## config.mk

```make
export PLATFORM = sky130hd
export DESIGN_NAME = llc_elastic_pipe_reg
export DESIGN_NICKNAME = d
export VERILOG_FILES = /design/src/rtl/llc_elastic_pipe_reg.sv
export SDC_FILE = /design/constraint.sdc
export NUM_CORES = 1
export LEC_CHECK = 0
export CORE_UTILIZATION = 45
export CTS_BUF_LIST = sky130_fd_sc_hd__clkbuf_8
export DETAILED_ROUTE_END_ITERATION = 8
export PLACE_DENSITY = 0.73
export SLEW_MARGIN = 20
export SYNTH_ARGS = -nofsm -noshare
export SYNTH_HDL_FRONTEND = slang
export SYNTH_SLANG_ARGS = --single-unit
```

## constraint.sdc

```tcl
create_clock -name clk -period 1.5 [get_ports clk]
set_input_delay 0.375 -clock clk [delete_from_list [all_inputs] [get_ports clk]]
set_output_delay 0.375 -clock clk [all_outputs]
set_load 0.03 [all_outputs]
```

## src/rtl/llc_elastic_pipe_reg.sv

```systemverilog
// llc_elastic_pipe_reg
//   DEPTH-entry elastic pipeline register (skid buffer) for the LLC pipeline.
//   The upstream ready is a function of the registered occupancy only. This
//   breaks the combinational ready chain between neighbouring LLC stages,
//   while still allowing one transfer per cycle.
//
//   Optional build feature:
//     LLC_ELASTIC_PIPE_REG_STALL_CNT_EN - adds the 32-bit saturating stall_cnt
//     output. It counts cycles where valid_out=1 and ready_in=0, and is used
//     for back-pressure profiling.
//
//   Handshake semantics (both sides):
//     - A transfer happens on a rising clk edge where valid and ready are both 1.
//     - Once valid_out is raised, it and data_out stay stable until the
//       transfer completes.
//     - valid_in/data_in may change freely. They are only sampled when
//       ready_out=1.
//     - ready_in may be asserted at any time. It is ignored while the buffer
//       is empty.
//     - flush overrides both sides for that edge: the push and the pop are
//       both dropped.
module llc_elastic_pipe_reg #(
  parameter int  DATA_WIDTH = 32,
  parameter type dtype      = logic [DATA_WIDTH-1:0],
  parameter int  DEPTH      = 2,
  localparam int CNT_W      = $clog2(DEPTH + 1)
) (
  input  logic             clk,
  input  logic             rst,
  input  logic             flush,
  input  logic             valid_in,
  output logic             ready_out,
  input  dtype             data_in,
  output logic             valid_out,
  input  logic             ready_in,
  output dtype             data_out,
  output logic [CNT_W-1:0] count
`ifdef LLC_ELASTIC_PIPE_REG_STALL_CNT_EN
  ,
  output logic [31:0]      stall_cnt
`endif
);

  // Pointer width covers indices 0..DEPTH-1. DEPTH need not be a power of 2,
  // so the pointers wrap by an explicit compare against the last index.
  localparam int               PTR_W    = (DEPTH > 1) ? $clog2(DEPTH) : 1;
  localparam logic [PTR_W-1:0] LAST_PTR = PTR_W'(DEPTH - 1);
  localparam logic [CNT_W-1:0] FULL_CNT = CNT_W'(DEPTH);

  dtype             mem_q [DEPTH];
  logic [PTR_W-1:0] wr_ptr_q, wr_ptr_d;
  logic [PTR_W-1:0] rd_ptr_q, rd_ptr_d;
  logic [CNT_W-1:0] count_q,  count_d;
  logic             push;
  logic             pop;

  // Both handshake flags come straight from the registered count. There is no
  // path from ready_in or valid_in to ready_out.
  assign ready_out = (count_q != FULL_CNT);
  assign valid_out = (count_q != '0);
  assign data_out  = mem_q[rd_ptr_q];
  assign count     = count_q;

  assign push = valid_in  && ready_out;
  assign pop  = valid_out && ready_in;

  // Next-state for the pointers and occupancy. Flush wins over push and pop.
  always_comb begin
    wr_ptr_d = wr_ptr_q;
    rd_ptr_d = rd_ptr_q;
    count_d  = count_q;
    if (flush) begin
      wr_ptr_d = '0;
      rd_ptr_d = '0;
      count_d  = '0;
    end else begin
      if (push) begin
        wr_ptr_d = (wr_ptr_q == LAST_PTR) ? '0 : wr_ptr_q + PTR_W'(1);
      end
      if (pop) begin
        rd_ptr_d = (rd_ptr_q == LAST_PTR) ? '0 : rd_ptr_q + PTR_W'(1);
      end
      case ({push, pop})
        2'b10:   count_d = count_q + CNT_W'(1);
        2'b01:   count_d = count_q - CNT_W'(1);
        default: count_d = count_q;
      endcase
    end
  end

  // Pointer and occupancy registers.
  always_ff @(posedge clk or negedge rst) begin
    if (!rst) begin
      wr_ptr_q <= '0;
      rd_ptr_q <= '0;
      count_q  <= '0;
    end else begin
      wr_ptr_q <= wr_ptr_d;
      rd_ptr_q <= rd_ptr_d;
      count_q  <= count_d;
    end
  end

  // Storage. Reset clears it so that data_out reads '0 out of reset. Flush
  // only drops the write of the flushed cycle; older contents are left as
  // they were and become unreachable.
  always_ff @(posedge clk or negedge rst) begin
    if (!rst) begin
      for (int i = 0; i < DEPTH; i++) begin
        mem_q[i] <= '0;
      end
    end else if (push && !flush) begin
      mem_q[wr_ptr_q] <= data_in;
    end
  end

`ifdef LLC_ELASTIC_PIPE_REG_STALL_CNT_EN
  logic [31:0] stall_cnt_q, stall_cnt_d;

  // Count cycles where the head is held back by downstream; saturate at the top.
  always_comb begin
    stall_cnt_d = stall_cnt_q;
    if (flush) begin
      stall_cnt_d = '0;
    end else if (valid_out && !ready_in && (stall_cnt_q != 32'hFFFF_FFFF)) begin
      stall_cnt_d = stall_cnt_q + 32'd1;
    end
  end

  // Stall counter register.
  always_ff @(posedge clk or negedge rst) begin
    if (!rst) begin
      stall_cnt_q <= '0;
    end else begin
      stall_cnt_q <= stall_cnt_d;
    end
  end

  assign stall_cnt = stall_cnt_q;
`endif

endmodule

```

==> results.txt <==
The run finished, with violations left. The checks that failed: negative setup slack. Data on the critical path arrives at its endpoint at 1.52 ns. The fraction of final layout cells sized beyond drive strength 1 was 63.9%. Class of the tightest hold or removal check: in2reg.

Setup violations remaining at the end of the flow were counted as 99. The highest attainable clock frequency came out at 528 MHz. Type of the worst setup path: reg2out.

TritonCTS built the clock tree. The tools report the worst setup slack after layout as -0.392 ns. The area growth from synthesis to layout is 60.7%. Measured along the x axis, the die boundary spans 83.8 um. The synthesized design contains 68 register bits. Summed over all cells, the static leakage comes to 2.24 nW. In the layout the commonest cells are sky130_fd_sc_hd__dfrtp_1, sky130_fd_sc_hd__buf_6, sky130_fd_sc_hd__mux2_4. The buffer type at the clock tree root is sky130_fd_sc_hd__clkbuf_8. The first detailed-routing pass ran for 4 iterations. The routed length per instance is 17.2 um, and the largest net degree at the start of global routing is 27. For the latest clock arrival within the worst-skew pair, the log shows 0.34 ns. For this run, the number of Yosys warnings is 0.

The total area inside the core boundary comes to 6390 um2. The run gives 4170 um as the detailed-placement wirelength estimate. Setup repair after global routing could not meet its margin everywhere. In this run the tool buffered the top-level ports with 72 buffer cells. The post-route antenna net violation count was 0; the total routing resource utilization after global routing was 21.2%. After synthesis, the netlist uses 22 different library cells. STA classifies the critical path startpoint as a flop. The clock passes through at most 2 buffers. For the net count of the mapped netlist, the log shows 232. The number of antenna violations at the first check in global routing came out at 0.

Synthesis produced a netlist whose cell count is 195. The time the final worst path needs with I/O delays and setup was 1.89 ns. In this run the tightest slew margin relative to its limit is 69.3%. The total number of nets in the final design was 357; the area share of the largest cell type after synthesis was 56.6%. The H-tree was split into 3 levels.

The number of clock buffers added by TritonCTS is 9. At the end of routability-driven placement, the weighted congestion stood at 0.768. Summed over all layers, the global routing overflow is 0.

The logs give 0 for the count of endpoints failing hold in the final timing report and 7010 um2 for the floorplan die area. The run gives 0 as the max-slew violation count. STA puts the critical path data required time at 1.12 ns. Clock-pin slew was measured on the worst setup and hold paths at 0.07 ns.

After the first detailed-routing iteration, the DRC count stood at 67. Along the worst path, the maximum fanout reaches 7. Yosys attributes the largest share of cell area to sky130_fd_sc_hd__dfrtp_1, sky130_fd_sc_hd__mux2_2, sky130_fd_sc_hd__mux2_1, sky130_fd_sc_hd__buf_6, sky130_fd_sc_hd__buf_4. The detail-routed via count per cell works out to 5.14. The number of antenna diodes in the final layout is 0. For the global-route wire length before repair, the log shows 11400 um. The largest total area in the synthesized netlist belongs to sky130_fd_sc_hd__dfrtp_1.

The logs give 2196 for the via count of the first global-routing pass and 390 for the final-layout fill cell count. Mapped cell area: 3010 um2. For the pin with the worst max-slew slack, the measured transition is 0.460 ns.

Total placed cells including tap cells: 366. The final worst-path cycle share was 126%; the count of max-cap constraint violations was 0. Across all hold checks on the routed design, the worst slack comes to 0.453 ns.

After synthesis, the mean cell area works out to 15.4 um2. For the total wire length after detailed routing, the log shows 6910 um. For this run, the register share of the synthesized area comes to 56.6%.

Clock skew on the completed layout was measured at 0.0118 ns. The initialized floorplan defines 29 standard-cell rows. For this run, design rule violations remaining after detail routing come to 0.

The most common library cell in the layout ignoring fill and taps was sky130_fd_sc_hd__dfrtp_1. The non-filler instance count after layout came out at 401. For this design the ratio of total power to cell area is 1290 nW/um2. The clock sink count was 68; the largest vdd supply drop was 944 uV. The total via count after detailed routing was 2061; the initial cell density of the core was 47.1%.

For this design the top-level I/O count stands at 73. STA classifies the critical path endpoint as an output port. The floorplan die height was 83.8 um.
-- metrics by stage --
step                      area [um2]  total power, mW  util [%]  setup TNS, ns  worst slack, ns
after global placement          4200             4.60      65.7         -38.65           -0.494
after CTS                       4740             6.16      74.3         -18.53           -0.374
final                           4830             6.22      75.7         -20.54           -0.392
after detailed placement        4200             4.64      65.7         -39.50           -0.505
after global routing            4830             6.53      75.7         -25.94           -0.437
after floorplan                 3140             3.80         -          -8.41           -0.228
-- timing repair --
action / in CTS / in global routing
gates resized for setup: 259 / 24
hold buffers: 1 / 0
pin swaps: 2 / 1
setup endpoints to repair: 96 / 100
cloned: 5 / 0
setup buffers: 12 / 5
hold endpoints to repair: 13 / 0
-- area by class of cell --
cell class	instances	area [um2]	area share, %
clock buffers	10	138	2.85
repair buffers	124	1430	29.5
multi-input cells	115	1440	29.7
flip-flops and latches	68	1710	35.3
clock inverters	5	23.8	0.492
inverters	2	7.51	0.155
well taps	77	96.3	1.99
-- flip-flops by register name, summed over array words and instances (netlist names) --
register / cells
count: 2
wr_ptr_q: 1
rd_ptr_q: 1
mem_q: 64
-- critical path, cell delays in order, from the launching register on --
cell and delay (ns):
sky130_fd_sc_hd__dfrtp_2 0.39, sky130_fd_sc_hd__buf_6 0.15, sky130_fd_sc_hd__buf_12 0.14, sky130_fd_sc_hd__mux2_2 0.35
sky130_fd_sc_hd__buf_6 0.14
-- worst paths after layout --
kind | startpoint | end | slack, ns | depth (start not counted)
worst max-delay path | rd_ptr_q$_DFFE_PN0P_ | data_out[9] | -0.39 | 4
worst min-delay path | flush | count[0]$_DFFE_PN0P_ | 0.45 | 2
max in group asynchronous | rst | mem_q[48]$_DFFE_PN0P_ | 0.46 | 3
worst max register to register | count[1]$_DFFE_PN0P_ | mem_q[41]$_DFFE_PN0P_ | -0.23 | 7
worst min register to register | mem_q[24]$_DFFE_PN0P_ | mem_q[24]$_DFFE_PN0P_ | 0.50 | 1
min in group asynchronous | rst | mem_q[14]$_DFFE_PN0P_ | 0.52 | 2
-- logic make-up after synthesis --
family	Yosys count	share of synthesized area, %
AO/OA/AOI/OAI	8	1.50
XOR/XNOR	1	0.291
AND/OR/NAND/NOR	9	2.75
multiplexers	97	36.3
flip-flops	68	56.6
buffers and inverters	12	2.62
-- report_power, final --
group          leakage, nW  internal (mW)  switching [mW]  total, mW
clock network       0.0919          0.615           0.631       1.25
logic                 1.34           1.46            1.01       2.47
registers            0.811           2.27           0.228       2.50
-- routing by layer --
metal | up-vias | global-route usage [%] | part of all wire, %
li1 | 964 | - | -
met5 | - | 0 | 0
met2 | 54 | 33.6 | 50
met4 | 0 | 4.16 | 0.62
met1 | 1035 | 29.2 | 45
met3 | 8 | 6.03 | 4.5
-- synth_stat cells --
cell	number
sky130_fd_sc_hd__buf_6	3
sky130_fd_sc_hd__buf_4	3
sky130_fd_sc_hd__o21ai_0	2
sky130_fd_sc_hd__nor4_4	1
sky130_fd_sc_hd__nand4b_2	1
sky130_fd_sc_hd__mux2_1	5
sky130_fd_sc_hd__a21o_1	1
sky130_fd_sc_hd__dfrtp_1	68
sky130_fd_sc_hd__mux2i_1	1
sky130_fd_sc_hd__nor2_1	1
sky130_fd_sc_hd__a21oi_1	4
sky130_fd_sc_hd__mux2_2	91
sky130_fd_sc_hd__nand3b_1	1
sky130_fd_sc_hd__inv_2	1
sky130_fd_sc_hd__clkbuf_1	4
sky130_fd_sc_hd__o211ai_1	1
sky130_fd_sc_hd__inv_1	1
sky130_fd_sc_hd__nor2b_2	1
sky130_fd_sc_hd__or2_2	2
sky130_fd_sc_hd__nor3b_1	1
sky130_fd_sc_hd__or3_1	1
sky130_fd_sc_hd__xor2_1	1
Note: power is estimated with default switching activity, not from simulation.
==> RTL change (config.mk and constraints unchanged) <==
The option `LLC_ELASTIC_PIPE_REG_STALL_CNT_EN` is turned on by a define.
--- a/src/rtl/llc_elastic_pipe_reg.sv
+++ b/src/rtl/llc_elastic_pipe_reg.sv
@@ -21,2 +21,4 @@
 //       both dropped.
+`define LLC_ELASTIC_PIPE_REG_STALL_CNT_EN
+
 module llc_elastic_pipe_reg #(
Behaviour (old outputs only; new: stall_cnt): unchanged (Yosys induction, for registers that start in step).
==> RTL change against the unedited design <==
The flow still finishes with violations (negative setup slack); sequential power up 41%; total power rose by 35%; combinational power increased by 21%; final area is 77% higher; count of clock-buffer cells in the layout rose by 2; via count up 120%; area after synthesis up 60%; hold slack improved by 0.034 ns; routed wire length grew to 2.5 times the old value; worst setup slack got worse by 0.098 ns; sequential cell count up 32; largest power group unchanged.
==> RTL change: results (changes against the unedited design) <==
cells_and_area:
  n_fill_cell: 515  # +32%
  layout-drive-gt1-share_pct: 64.50  # +0.61 points
  nets: 678  # +90%
logic_synthesis:
  synth-compound-area-share_pct: 7.287  # +5.8 points
  synth_mux_area_share_pct: 22.41  # -14 points
  synthAdderAreaFrac_pct: 0.2593  # +0.26 points
  synth_most_common_cell: "dfrtp_1"
  syn_nets: 442  # +91%
  synthTopCellsByCount: "dfrtp_1 (100), mux2_2 (96), nor2_1 (24), nand2_1 (23), a21oi_1 (18)"
  synth_cell_types: 39  # +77%
  yosys-top-cells-area: "dfrtp_1 (52%), mux2_2 (22%), xnor2_1 (2.4%)"
  synth_xor_area_share_pct: 3.086  # +2.8 points
power_and_ir_drop:
  leakagePower_nw: 3.748  # +67%
  p_int_mw: 5.825  # +34%
placed_design:
  routabilityCongestion: 0.9060  # +18%
  postPlaceCellArea_mm2: 0.007068  # +68%
  dp.final_hpwl_mm: 9.189  # +120%
clock_tree:
  clk_latency_ns: 0.38  # +0.04 ns
  path_clk_slew_ns: 0.10  # +0.03 ns
  cts-buffers-inserted: 9  # unchanged
timing:
  finalWorstSetupSlack_ns: -0.4898  # -0.09759 ns
  fin_setup_tns_ns: -46.47  # -25.93 ns
  finalSetupViolations: 133  # +34%
  skew_ns: 0.009890  # -0.001938 ns
  slew_headroom_pct: 68.25  # -1.1 points
grt:
  grt_pass1_wl_mm: 25.96  # +130%
  track_usage_pct: 31.03  # +9.9 points
  first_global_vias: 4762  # +120%
  grt_max_degree: 38  # +41%
route:
  dr.first_iter.drc_count: 265  # +300%
  detail_route.wl_per_cell_um: 22.12  # +28%
status:
  outcome: "finished, violations left"
  violations: "negative setup slack"
min_path:
  hold_class: "input pin to async pin"
-- RTL change: changes by cell type after synthesis, moves of 10 or more --
| cell | before | now |
|---|---|---|
| a21oi_1 | 4 | 18 |
| dfrtp_1 | 68 | 100 |
| nand2_1 | 0 | 23 |
| nand3_1 | 0 | 11 |
| nor2_1 | 1 | 24 |
| or4_1 | 0 | 10 |
| xnor2_1 | 0 | 13 |
-- RTL change: worst paths after layout --
kind / slack [ns] / cells past startpoint / end
setup / recovery: -0.49 / 5 / data_out[28]
hold / removal: 0.49 / 2 / stall_cnt[12]
setup reg to reg: -0.48 / 6 / stall_cnt[25]
hold reg to reg: 0.52 / 1 / mem_q[8]
max in group asynchronous: 0.53 / 3 / count[1]
min in group clk: 0.52 / 1 / mem_q[8]
-- RTL change: layout make-up --
class	count	area, um2	area share (%)
inverters	4	15.01	0.1756
multi-input cells	282	2940	34.40
flip-flops and latches	100	2539	29.70
well taps	136	170.2	1.991
repair buffers	243	2671	31.25
clock buffers	12	165.2	1.932
clock inverters	4	47.55	0.5562
-- RTL change: power groups by stage --
| stage | combinational [mW] | sequential [mW] | clock [mW] |
|---|---|---|---|
| after floorplan | 1.71 | 3.45 | 0 |
| after global placement | 2.49 | 3.47 | 0 |
| after detailed placement | 2.53 | 3.52 | 0 |
| after CTS | 2.85 | 3.47 | 1.86 |
| after global routing | 3.13 | 3.56 | 2.01 |
| final | 3.00 | 3.52 | 1.86 |
-- RTL change: per-layer routing --
metal	part of all wire (%)	GRT usage [%]
met5	0	0
met4	3.5	12.80
met3	5.3	7.359
met2	52	54.32
met1	39	36.54
-- RTL change: repair_timing --
action                     CTS  global route
setup endpoints to repair  144           161
cloned                      10             0
pin swaps                   40            32
hold endpoints to repair    21             0
setup buffers               35            18
hold buffers                 1             0
gates resized for setup    254           136
-- RTL change: cell families after synthesis --
family                     count (synthesis)
adders and majority gates                  1
and+or+nand+nor                          115
DFF                                      100
AOI/OAI and AO/OA                         52
muxes                                     96
xor gates and xnor gates                  17
buffers and inverters                     23
-- RTL change: critical path, cell delays in order (launching register included) --
cell	delay (ns)
dfrtp_2	0.42
buf_6	0.12
buf_12	0.13
buf_6	0.12
mux2_4	0.30
buf_6	0.14
-- RTL change: through the flow --
step / total power, mW / cells / worst slack [ns] / hold WS, ns
after floorplan: 5.156 / 404 / -0.6355 / 0.07941
after global placement: 5.963 / 715 / -0.7923 / 0.3246
after detailed placement: 6.048 / 715 / -0.8481 / 0.3270
after CTS: 8.183 / 775 / -0.5357 / 0.4889
after global routing: 8.701 / 781 / -0.5541 / 0.5029
final: 8.379 / 781 / -0.4898 / 0.4873
